`config.mk`:
```
export PLATFORM = sky130hd
export DESIGN_NAME = apb_master_bridge
export DESIGN_NICKNAME = d
export VERILOG_FILES = /design/src/rtl/apb_pkg.sv /design/src/rtl/apb_timeout_ctr.sv /design/src/rtl/apb_master_bridge.sv
export SDC_FILE = /design/constraint.sdc
export NUM_CORES = 1
export LEC_CHECK = 0
export CAP_MARGIN = 20
export CORE_MARGIN = 2
export CORE_UTILIZATION = 40
export DETAILED_ROUTE_END_ITERATION = 7
export PLACE_DENSITY = 0.79
export SYNTH_ARGS = -nofsm -noshare
export SYNTH_HDL_FRONTEND = slang
export SYNTH_HIERARCHICAL = 1
export SYNTH_SLANG_ARGS = --single-unit
export TNS_END_PERCENT = 20
```
`constraint.sdc`:
```
create_clock -name clock -period 1.82 [get_ports clock]
set_clock_uncertainty 0.1 [all_clocks]
set_input_delay 0.364 -clock clock [delete_from_list [all_inputs] [get_ports clock]]
set_output_delay 0.364 -clock clock [all_outputs]
set_load 0.01 [all_outputs]
```
`src/rtl/apb_pkg.sv`:
```
// Shared types and constants for the APB master bridge.
package apb_pkg;

  typedef enum logic [1:0] {
    StIdle,
    StSetup,
    StAccess,
    StResp
  } apb_state_e;

  localparam logic [2:0] PprotPrivileged  = 3'b001;
  localparam logic [2:0] PprotNonsecure   = 3'b010;
  localparam logic [2:0] PprotInstruction = 3'b100;

  localparam int unsigned TimeoutCyclesDefault = 255;

endpackage

```
`src/rtl/apb_timeout_ctr.sv`:
```
// ACCESS-phase wait counter; expire pulses on the wait cycle that reaches LIMIT.
module apb_timeout_ctr #(
  parameter int unsigned LIMIT = 255
) (
  input  logic clock,
  input  logic reset,
  input  logic load,
  input  logic incr,
  output logic expire
);

  localparam int unsigned Width = ($clog2(LIMIT + 1) > 8) ? $clog2(LIMIT + 1) : 8;

  logic [Width-1:0] count_q;

  always_ff @(posedge clock) begin
    if (reset || load) begin
      count_q <= '0;
    end else if (incr) begin
      count_q <= count_q + Width'(1);
    end
  end

  // Fires when this wait cycle would bring the count up to LIMIT.
  assign expire = incr && (count_q == Width'(LIMIT - 1));

endmodule

```
`src/rtl/apb_master_bridge.sv`:
```
// Valid/ready request/response to APB4 initiator, one transfer at a time.
// Define APB_TIMEOUT_EN to abort ACCESS phases that wait TIMEOUT_CYCLES without pready.
module apb_master_bridge
  import apb_pkg::*;
#(
  parameter int unsigned ADDR_W         = 32,
  parameter int unsigned DATA_W         = 32,
  parameter int unsigned TIMEOUT_CYCLES = TimeoutCyclesDefault
) (
  input  logic                clock,
  input  logic                reset,
  input  logic                req_valid,
  output logic                req_ready,
  input  logic [ADDR_W-1:0]   req_addr,
  input  logic                req_write,
  input  logic [DATA_W-1:0]   req_wdata,
  input  logic [DATA_W/8-1:0] req_wstrb,
  input  logic [2:0]          req_prot,
  output logic                rsp_valid,
  input  logic                rsp_ready,
  output logic [DATA_W-1:0]   rsp_rdata,
  output logic                rsp_err,
  output logic                out_psel,
  output logic                out_penable,
  output logic [2:0]          out_pprot,
  output logic [ADDR_W-1:0]   out_paddr,
  output logic                out_pwrite,
  output logic [DATA_W-1:0]   out_pwdata,
  output logic [DATA_W/8-1:0] out_pstrb,
  input  logic [DATA_W-1:0]   out_prdata,
  input  logic                out_pready,
  input  logic                out_pslverr
);

  apb_state_e state_q, state_d;

  logic [ADDR_W-1:0]   addr_q;
  logic                write_q;
  logic [DATA_W-1:0]   wdata_q;
  logic [DATA_W/8-1:0] strb_q;
  logic [2:0]          prot_q;
  logic [DATA_W-1:0]   rdata_q;
  logic                err_q;
  logic                timeout;

`ifdef APB_TIMEOUT_EN
  apb_timeout_ctr #(
    .LIMIT (TIMEOUT_CYCLES)
  ) u_timeout_ctr (
    .clock  (clock),
    .reset  (reset),
    .load   (state_q == StSetup),
    .incr   ((state_q == StAccess) && !out_pready),
    .expire (timeout)
  );
`else
  logic unused_timeout_cfg;
  assign unused_timeout_cfg = (TIMEOUT_CYCLES == 0);
  assign timeout = 1'b0;
`endif

  always_comb begin
    state_d = state_q;
    unique case (state_q)
      StIdle:   if (req_valid) state_d = StSetup;
      StSetup:  state_d = StAccess;
      StAccess: if (out_pready || timeout) state_d = StResp;
      StResp:   if (rsp_ready) state_d = StIdle;
      default:  state_d = StIdle;
    endcase
  end

  always_ff @(posedge clock) begin
    if (reset) begin
      state_q <= StIdle;
      addr_q  <= '0;
      write_q <= 1'b0;
      wdata_q <= '0;
      strb_q  <= '0;
      prot_q  <= '0;
      rdata_q <= '0;
      err_q   <= 1'b0;
    end else begin
      state_q <= state_d;
      if (state_q == StIdle && req_valid) begin
        addr_q  <= req_addr;
        write_q <= req_write;
        // Read transfers carry no write data or strobes onto the bus.
        wdata_q <= req_write ? req_wdata : '0;
        strb_q  <= req_write ? req_wstrb : '0;
        prot_q  <= req_prot;
      end
      if (state_q == StAccess) begin
        if (out_pready) begin
          rdata_q <= write_q ? '0 : out_prdata;
          err_q   <= out_pslverr;
        end else if (timeout) begin
          rdata_q <= '0;
          err_q   <= 1'b1;
        end
      end
    end
  end

  assign req_ready   = (state_q == StIdle);
  assign rsp_valid   = (state_q == StResp);
  assign rsp_rdata   = rdata_q;
  assign rsp_err     = err_q;
  assign out_psel    = (state_q == StSetup) || (state_q == StAccess);
  assign out_penable = (state_q == StAccess);
  assign out_pprot   = prot_q;
  assign out_paddr   = addr_q;
  assign out_pwrite  = write_q;
  assign out_pwdata  = wdata_q;
  assign out_pstrb   = strb_q;

endmodule

```
==> metrics.csv, run 1 <==
metric;value;unit
Reg clk slew, reported paths;0.11;ns
Slew HR;75.3;%
simple logic cell fraction of the synthesized area;27.5;%
first-pass GRT wire length;20200;µm
I/O Buffers;218;
Clock Root Buffer;clkbuf_8;
R2R Setup Slk;0.21;ns
Placer Congestion;0.806;
synthesized net count;597;
clock latency on the worst-skew pair;0.35;ns
CTS tree;built;
global-route usage over all layers;21.6;%
Layout area overhead;57.2;%
Fill cells;889;
pwr/cell area;1010;mW/mm²
sequential cell area;0.00214;mm²
largest family of logic cells by synthesized area;simple AND/OR/NAND/NOR gates;
Hold Buf Count CTS;0;
Syn Inst Count;484;
diodes inserted;0;
Max Cap Violations;0;
die area;0.0118;mm²
Hold Path Class;in -> reg;
fin crit period;1.77;ns
TritonRoute pass-1 iters;5;
multiplexer share of the synthesized area;0;%
placed wire-length estimate;9200;µm
Crit. End Element;primary output;
total grt overflow;0;
Hold EP;rsp_rdata[13];
crit path cell chain;clkdlybuf4s50_1;
sequential area share after synthesis;49.0;%
DIE HEIGHT;109;µm
share of layout cells above drive strength 1;14.9;%
adder-cell area share of the yosys netlist;0.858;%
IO Pins;219;
WP data required;1.36;ns
# DRC;0;
vias per cell;5.10;
Crit Path Class;reg -> out;
startpoint types;flip-flop;
Max Transition Viols Final;0;
area of the multi-input gates;0.00192;mm²
NumNets Final;797;
post-synthesis xor/xnor area fraction;0;%
Worst Min Path Start;reset;
Worst path top cell family by delay;buffers and inverters;
Achievable Freq;565;MHz
final WL;13000;µm
crit path buf inv count;1;
antenna violations before repair;0;
number of global-route vias before repair;4129;
# H-tree levels;3;
Setup TNS Final;0;ns
Netlist cell types;21;
DR vias;4225;
worst hold slack;0.306;ns
final core utilization;64.0;%
RR Startpoint;state_q[0];
Netlist Area Pre-Place;0.00438;mm²
die width;109;µm
worst-margin pin slew;0.371;ns
Clock Path Buffers;2;
Wirelength per Cell;15.7;µm
initial core utilization;40.7;%
detailed router's first-iteration violation count;264;
worst reg2reg path depth;6;
num rows;38;
RSZ-0062 raised after global routing;no;
largest net degree at the start of global routing;49;
crit share post-route;97.2;%
Syn. warnings;6;
worst-path maximum fanout;2;
status;completed;
complex-gate fraction of the synthesized area;15.5;%
average cell area after synthesis;9.04;µm²
Synth Register Bits;107;
Critical R2R Capture;state_q[1];
Hold Fails Final Rpt;0;
cell leakage power;2.32;nW
Setup violations, final;0;
Design Power;6.97;mW
ANT nets after route;0;
CP max stage cell;clkdlybuf4s50_1;
WP data arrival;1.31;ns
Worst IR Drop VDD;585;µV
Max stage delay on crit path;0.59;ns
area of the core;0.0107;mm²
Cells on Worst Hold Path;2;
Num Clock Sinks;107;
Num CTS Buffers;9;
[worst register-to-register path: stages, from the launching register on]
cell,delay [ns]
dfxtp_2,0.35
inv_1,0.07
ha_1,0.21
buf_4,0.15
nor2b_1,0.15
o311ai_1,0.32
o41ai_1,0.13
[state kept, by name, indices dropped and copies added, names as in the netlist]
| name | count |
|---|---|
| out_pwrite | 1 |
| out_pprot | 3 |
| out_pwdata | 32 |
| rsp_rdata | 32 |
| out_paddr | 32 |
| out_pstrb | 4 |
| rsp_err | 1 |
| state_q | 2 |
[cell usage in the layout, fill, tap and decap left out]
cell type	instances
inv_1	3
and2_4	1
nand2_2	1
o311ai_1	1
bufinv_16	3
buf_12	8
clkbuf_2	1
buf_4	9
o311a_1	1
dlygate4sd2_1	2
inv_6	1
clkinv_2	1
clkinvlp_4	1
nand2_1	143
clkdlybuf4s15_1	1
clkdlybuf4s50_1	212
nand4b_1	32
a21oi_1	74
clkbuf_1	1
nand3_1	3
a21oi_2	31
ha_1	3
clkbuf_8	9
o41ai_1	1
o31ai_1	1
nand3_2	34
buf_2	1
dfxtp_1	105
nor2b_1	3
dfxtp_2	2
[stage by stage]
stage               instance area (µm²)  std cells  setup slack [ns]
floorplan                          4380        484             0.361
global placement                   6640        813            0.0702
detailed placement                 6640        813           0.00151
CTS                                6880        829           0.00962
global route                       6880        829           0.00760
finish                             6880        829            0.0505
[final cells by class]
cell class	instances	share of cell area, %
inverter	3	0.164
tap	140	2.55
multi-input combinational	329	27.9
timing repair buffer	234	34.7
clock inverter	6	1.62
sequential	107	31.2
clock buffer	10	1.86
[cell families after synthesis]
logic type      after synthesis
flops                       107
simple gates                217
fa+ha+maj                     3
compound gates              109
buf+inv                      48
[repair_timing]
action                     4_1_cts  5_1_grt
gates resized for setup          7        2
pin swaps                        0        0
buffers inserted                 0        0
setup endpoints to repair        4        2
[worst max-delay path by stage]
stage | from | end | slack (ns) | cells after the start
CTS | state_q[0] | out_psel | 0.01 | 3
global route | state_q[0] | req_ready | 0.008 | 3
floorplan | state_q[0] | out_pwdata[10] | 0.36 | 6
global placement | out_pready | rsp_rdata[3] | 0.07 | 4
finish | out_pwdata[14] | out_pwdata[14] | 0.05 | 1
detailed placement | out_pready | rsp_rdata[6] | 0.002 | 4
[synth_stat cells, drive strengths merged]
cell | count | share of area (%)
nand2 | 144 | 12
dfxtp | 107 | 49
a21oi | 105 | 15
nand3 | 37 | 8.1
buf | 35 | 6.1
nand4b | 32 | 6.4
clkbuf | 10 | 0.86
ha | 3 | 0.86
inv | 3 | 0.26
nor2b | 3 | 0.43
and2 | 1 | 0.20
o311a | 1 | 0.23
o311ai | 1 | 0.20
o31ai | 1 | 0.17
o41ai | 1 | 0.20
[power breakdown]
part	internal, mW	switching, mW	total (mW)	leakage (nW)
clock network	0.918	0.809	1.73	0.117
registers	2.68	0.174	2.85	0.872
logic	1.23	1.16	2.39	1.33
[routing by layer]
layer | wire, µm | GRT usage (%)
met1 | 5280 | 24.9
met3 | 656 | 3.98
met5 | 0 | 0
met4 | 450 | 11.4
met2 | 6590 | 37.9
Note: power is estimated with default switching activity, not from simulation.
==> run 2: changes to the inputs <==
--- a/config.mk
+++ b/config.mk
@@ -7,9 +7,9 @@
 export LEC_CHECK = 0
 export CAP_MARGIN = 20
 export CORE_MARGIN = 2
-export CORE_UTILIZATION = 40
+export CORE_UTILIZATION = 43
 export DETAILED_ROUTE_END_ITERATION = 7
-export PLACE_DENSITY = 0.79
+export PLACE_DENSITY = 0.84
 export SYNTH_ARGS = -nofsm -noshare
 export SYNTH_HDL_FRONTEND = slang
 export SYNTH_HIERARCHICAL = 1
==> constraint.sdc (replaced) <==
create_clock -name clock -period 2.2 [get_ports clock]
set_clock_uncertainty 0.1 [all_clocks]
set_input_delay 0.44 -clock clock [delete_from_list [all_inputs] [get_ports clock]]
set_output_delay 0.44 -clock clock [all_outputs]
set_load 0.01 [all_outputs]
==> metrics.csv, run 2 (synthesis gave the netlist of run 1 again) <==
metric;value;unit;change
status;completed;;unchanged
area of the core;0.00982;mm²;was 0.0107 mm²
DR vias;4141;;was 4,225
die width;105;µm;was 109 µm
Max stage delay on crit path;0.57;ns;was 0.59 ns
ANT nets after route;0;;unchanged
die area;0.0110;mm²;was 0.0118 mm²
Setup Buffers After CTS;0;;unchanged
worst-margin pin slew;0.501;ns;was 0.371 ns
detailed router's first-iteration violation count;132;;was 264
share of layout cells above drive strength 1;14.0;%;was 14.9%
CTS tree;built;;unchanged
crit share post-route;96.5;%;
num rows;36;;was 38
NumNets Final;796;;was 797
Reg clk slew, reported paths;0.09;ns;was 0.11 ns
largest net degree at the start of global routing;59;;was 49
antenna violations before repair;0;;unchanged
CP Capture Point;req_ready;;was out_pwdata[14]
diodes inserted;0;;unchanged
clock latency on the worst-skew pair;0.35;ns;about the same
fin crit period;2.12;ns;
I/O Buffers;218;;unchanged
Setup violations, final;0;;unchanged
first-pass GRT wire length;20400;µm;was 20,200 µm
WP data required;1.66;ns;was 1.36 ns
Wirelength per Cell;15.9;µm;was 15.7 µm
placed wire-length estimate;9500;µm;was 9200 µm
total grt overflow;0;;unchanged
vias per cell;5.06;;was 5.10
Num CTS Buffers;9;;unchanged
DIE HEIGHT;105;µm;was 109 µm
# H-tree levels;3;;unchanged
final WL;13000;µm;about the same
CP max stage cell;clkdlybuf4s50_1;;unchanged
WP data arrival;1.58;ns;was 1.31 ns
Design Power;5.31;mW;was 6.97 mW
fin cells;818;;was 829
cell leakage power;2.25;nW;was 2.32 nW
# DRC;0;;unchanged
worst-path maximum fanout;5;;was 2
pwr/cell area;788;mW/mm²;was 1010 mW/mm²
Clock Path Buffers;2;;unchanged
Placer Congestion;0.823;;was 0.806
worst reg2reg path depth;6;;unchanged
placed cells;805;;was 813
Hold Fails Final Rpt;0;;unchanged
Crit Path Class;reg -> out;;unchanged
Achievable Freq;471;MHz;
Crit. End Element;primary output;;unchanged
Num Clock Sinks;107;;unchanged
most common cell after layout, fill and taps aside;clkdlybuf4s50_1;;unchanged
Layout area overhead;54.1;%;was 57.2%
number of global-route vias before repair;4174;;was 4,129
Max Cap Violations;0;;unchanged
initial core utilization;44.6;%;was 40.7%
Worst IR Drop VDD;512;µV;was 585 µV
Critical R2R Capture;out_pwdata[16];;was state_q[1]
Slew HR;66.6;%;was 75.3%
startpoint types;flip-flop;;unchanged
IO Pins;219;;unchanged
Hold Path Class;reg -> reg;;was in -> reg
Hold Buf Count CTS;0;;unchanged
global-route usage over all layers;22.9;%;was 21.6%
Clock Root Buffer;clkbuf_8;;unchanged
most frequent cells in the layout;clkdlybuf4s50_1 (215), nand2_1 (143), dfxtp_1 (107);;was clkdlybuf4s50_1 (212), nand2_1 (143), dfxtp_1 (105)
Max Transition Viols Final;0;;unchanged
Fill cells;835;;was 889
Worst Setup SP;state_q[0];;was out_pwdata[14]
crit path cell chain;inv_1 > ha_2 > clkdlybuf4s50_1;;was clkdlybuf4s50_1
TritonRoute pass-1 iters;5;;unchanged
RR Startpoint;state_q[0];;unchanged
R2R Setup Slk;0.67;ns;was 0.21 ns
==> run 2: cell count changes in the layout (fill, tap and decap cells not counted), sizes merged <==
cell / previous run / this run
inv: 4 / 3
dlygate4sd2: 2 / 1
buf: 18 / 17
clkinv: 1 / 0
clkdlybuf4s15: 1 / 0
clkinvlp: 1 / 0
clkbuf: 11 / 13
bufinv: 3 / 0
clkdlybuf4s50: 212 / 215
==> run 2: worst min path at each step <==
| stage | start | endpoint | slack (ns) | cells past startpoint |
|---|---|---|---|---|
| 6_report | rsp_rdata[22] | rsp_rdata[22] | 0.35 | 2 |
| 4_1_cts | rsp_rdata[22] | rsp_rdata[22] | 0.36 | 2 |
| 5_1_grt | out_paddr[28] | out_paddr[28] | 0.37 | 2 |
| 2_1_floorplan | out_pwdata[28] | out_pwdata[28] | 0.38 | 2 |
| 3_3_place_gp | rsp_rdata[17] | rsp_rdata[17] | 0.34 | 2 |
| 3_5_place_dp | rsp_rdata[30] | rsp_rdata[30] | 0.34 | 2 |
==> run 2: power by group <==
part	leakage (nW)	switching, mW	internal, mW
clock	0.0754	0.592	0.428
combinational	1.31	0.947	0.988
sequential	0.871	0.146	2.21
total	2.25	1.69	3.63
==> run 2: worst max-delay path: cells and delay by family, from the launching register on <==
kind | cells | cell delay (ns)
buf+inv | 2 | 0.68
flops | 1 | 0.33
fa+ha+maj | 1 | 0.24
==> run 2: area by class of cell <==
type                            instances  area (µm²)  area share, %
Clock buffer                           13         149           2.21
Inverter                                3        11.3          0.167
Multi-Input combinational cell        329        1930           28.6
Tap cell                              133         166           2.47
Sequential cell                       107        2140           31.8
Timing Repair Buffer                  233        2350           34.8
==> run 2: through the flow <==
step,util (%),hold WS (ns),instance area [µm²],setup TNS [ns],setup slack [ns]
CTS,68.6,0.355,6740,0,0.0130
finish,68.7,0.354,6740,0,0.0764
detailed placement,67.1,0.343,6590,0,0.360
global route,68.7,0.375,6740,-0.000187,-0.000187
floorplan,-,0.376,4380,0,0.741
global placement,67.1,0.338,6590,0,0.408
==> run 2: layer usage <==
layer | share of wire [%] | vias up | global-route usage, %
met5 | 0 | - | 0
met4 | 3.3 | 0 | 11.0
met3 | 5.4 | 29 | 4.24
met2 | 51 | 148 | 41.4
met1 | 40 | 1937 | 25.7
li1 | - | 2027 | -
==> run 2: what timing repair did <==
item | CTS | global route
hold endpoints to repair | 0 | 0
endpoints found under the setup margin | 1 | 2
resized for setup | 1 | 2
pin swaps | 0 | 0
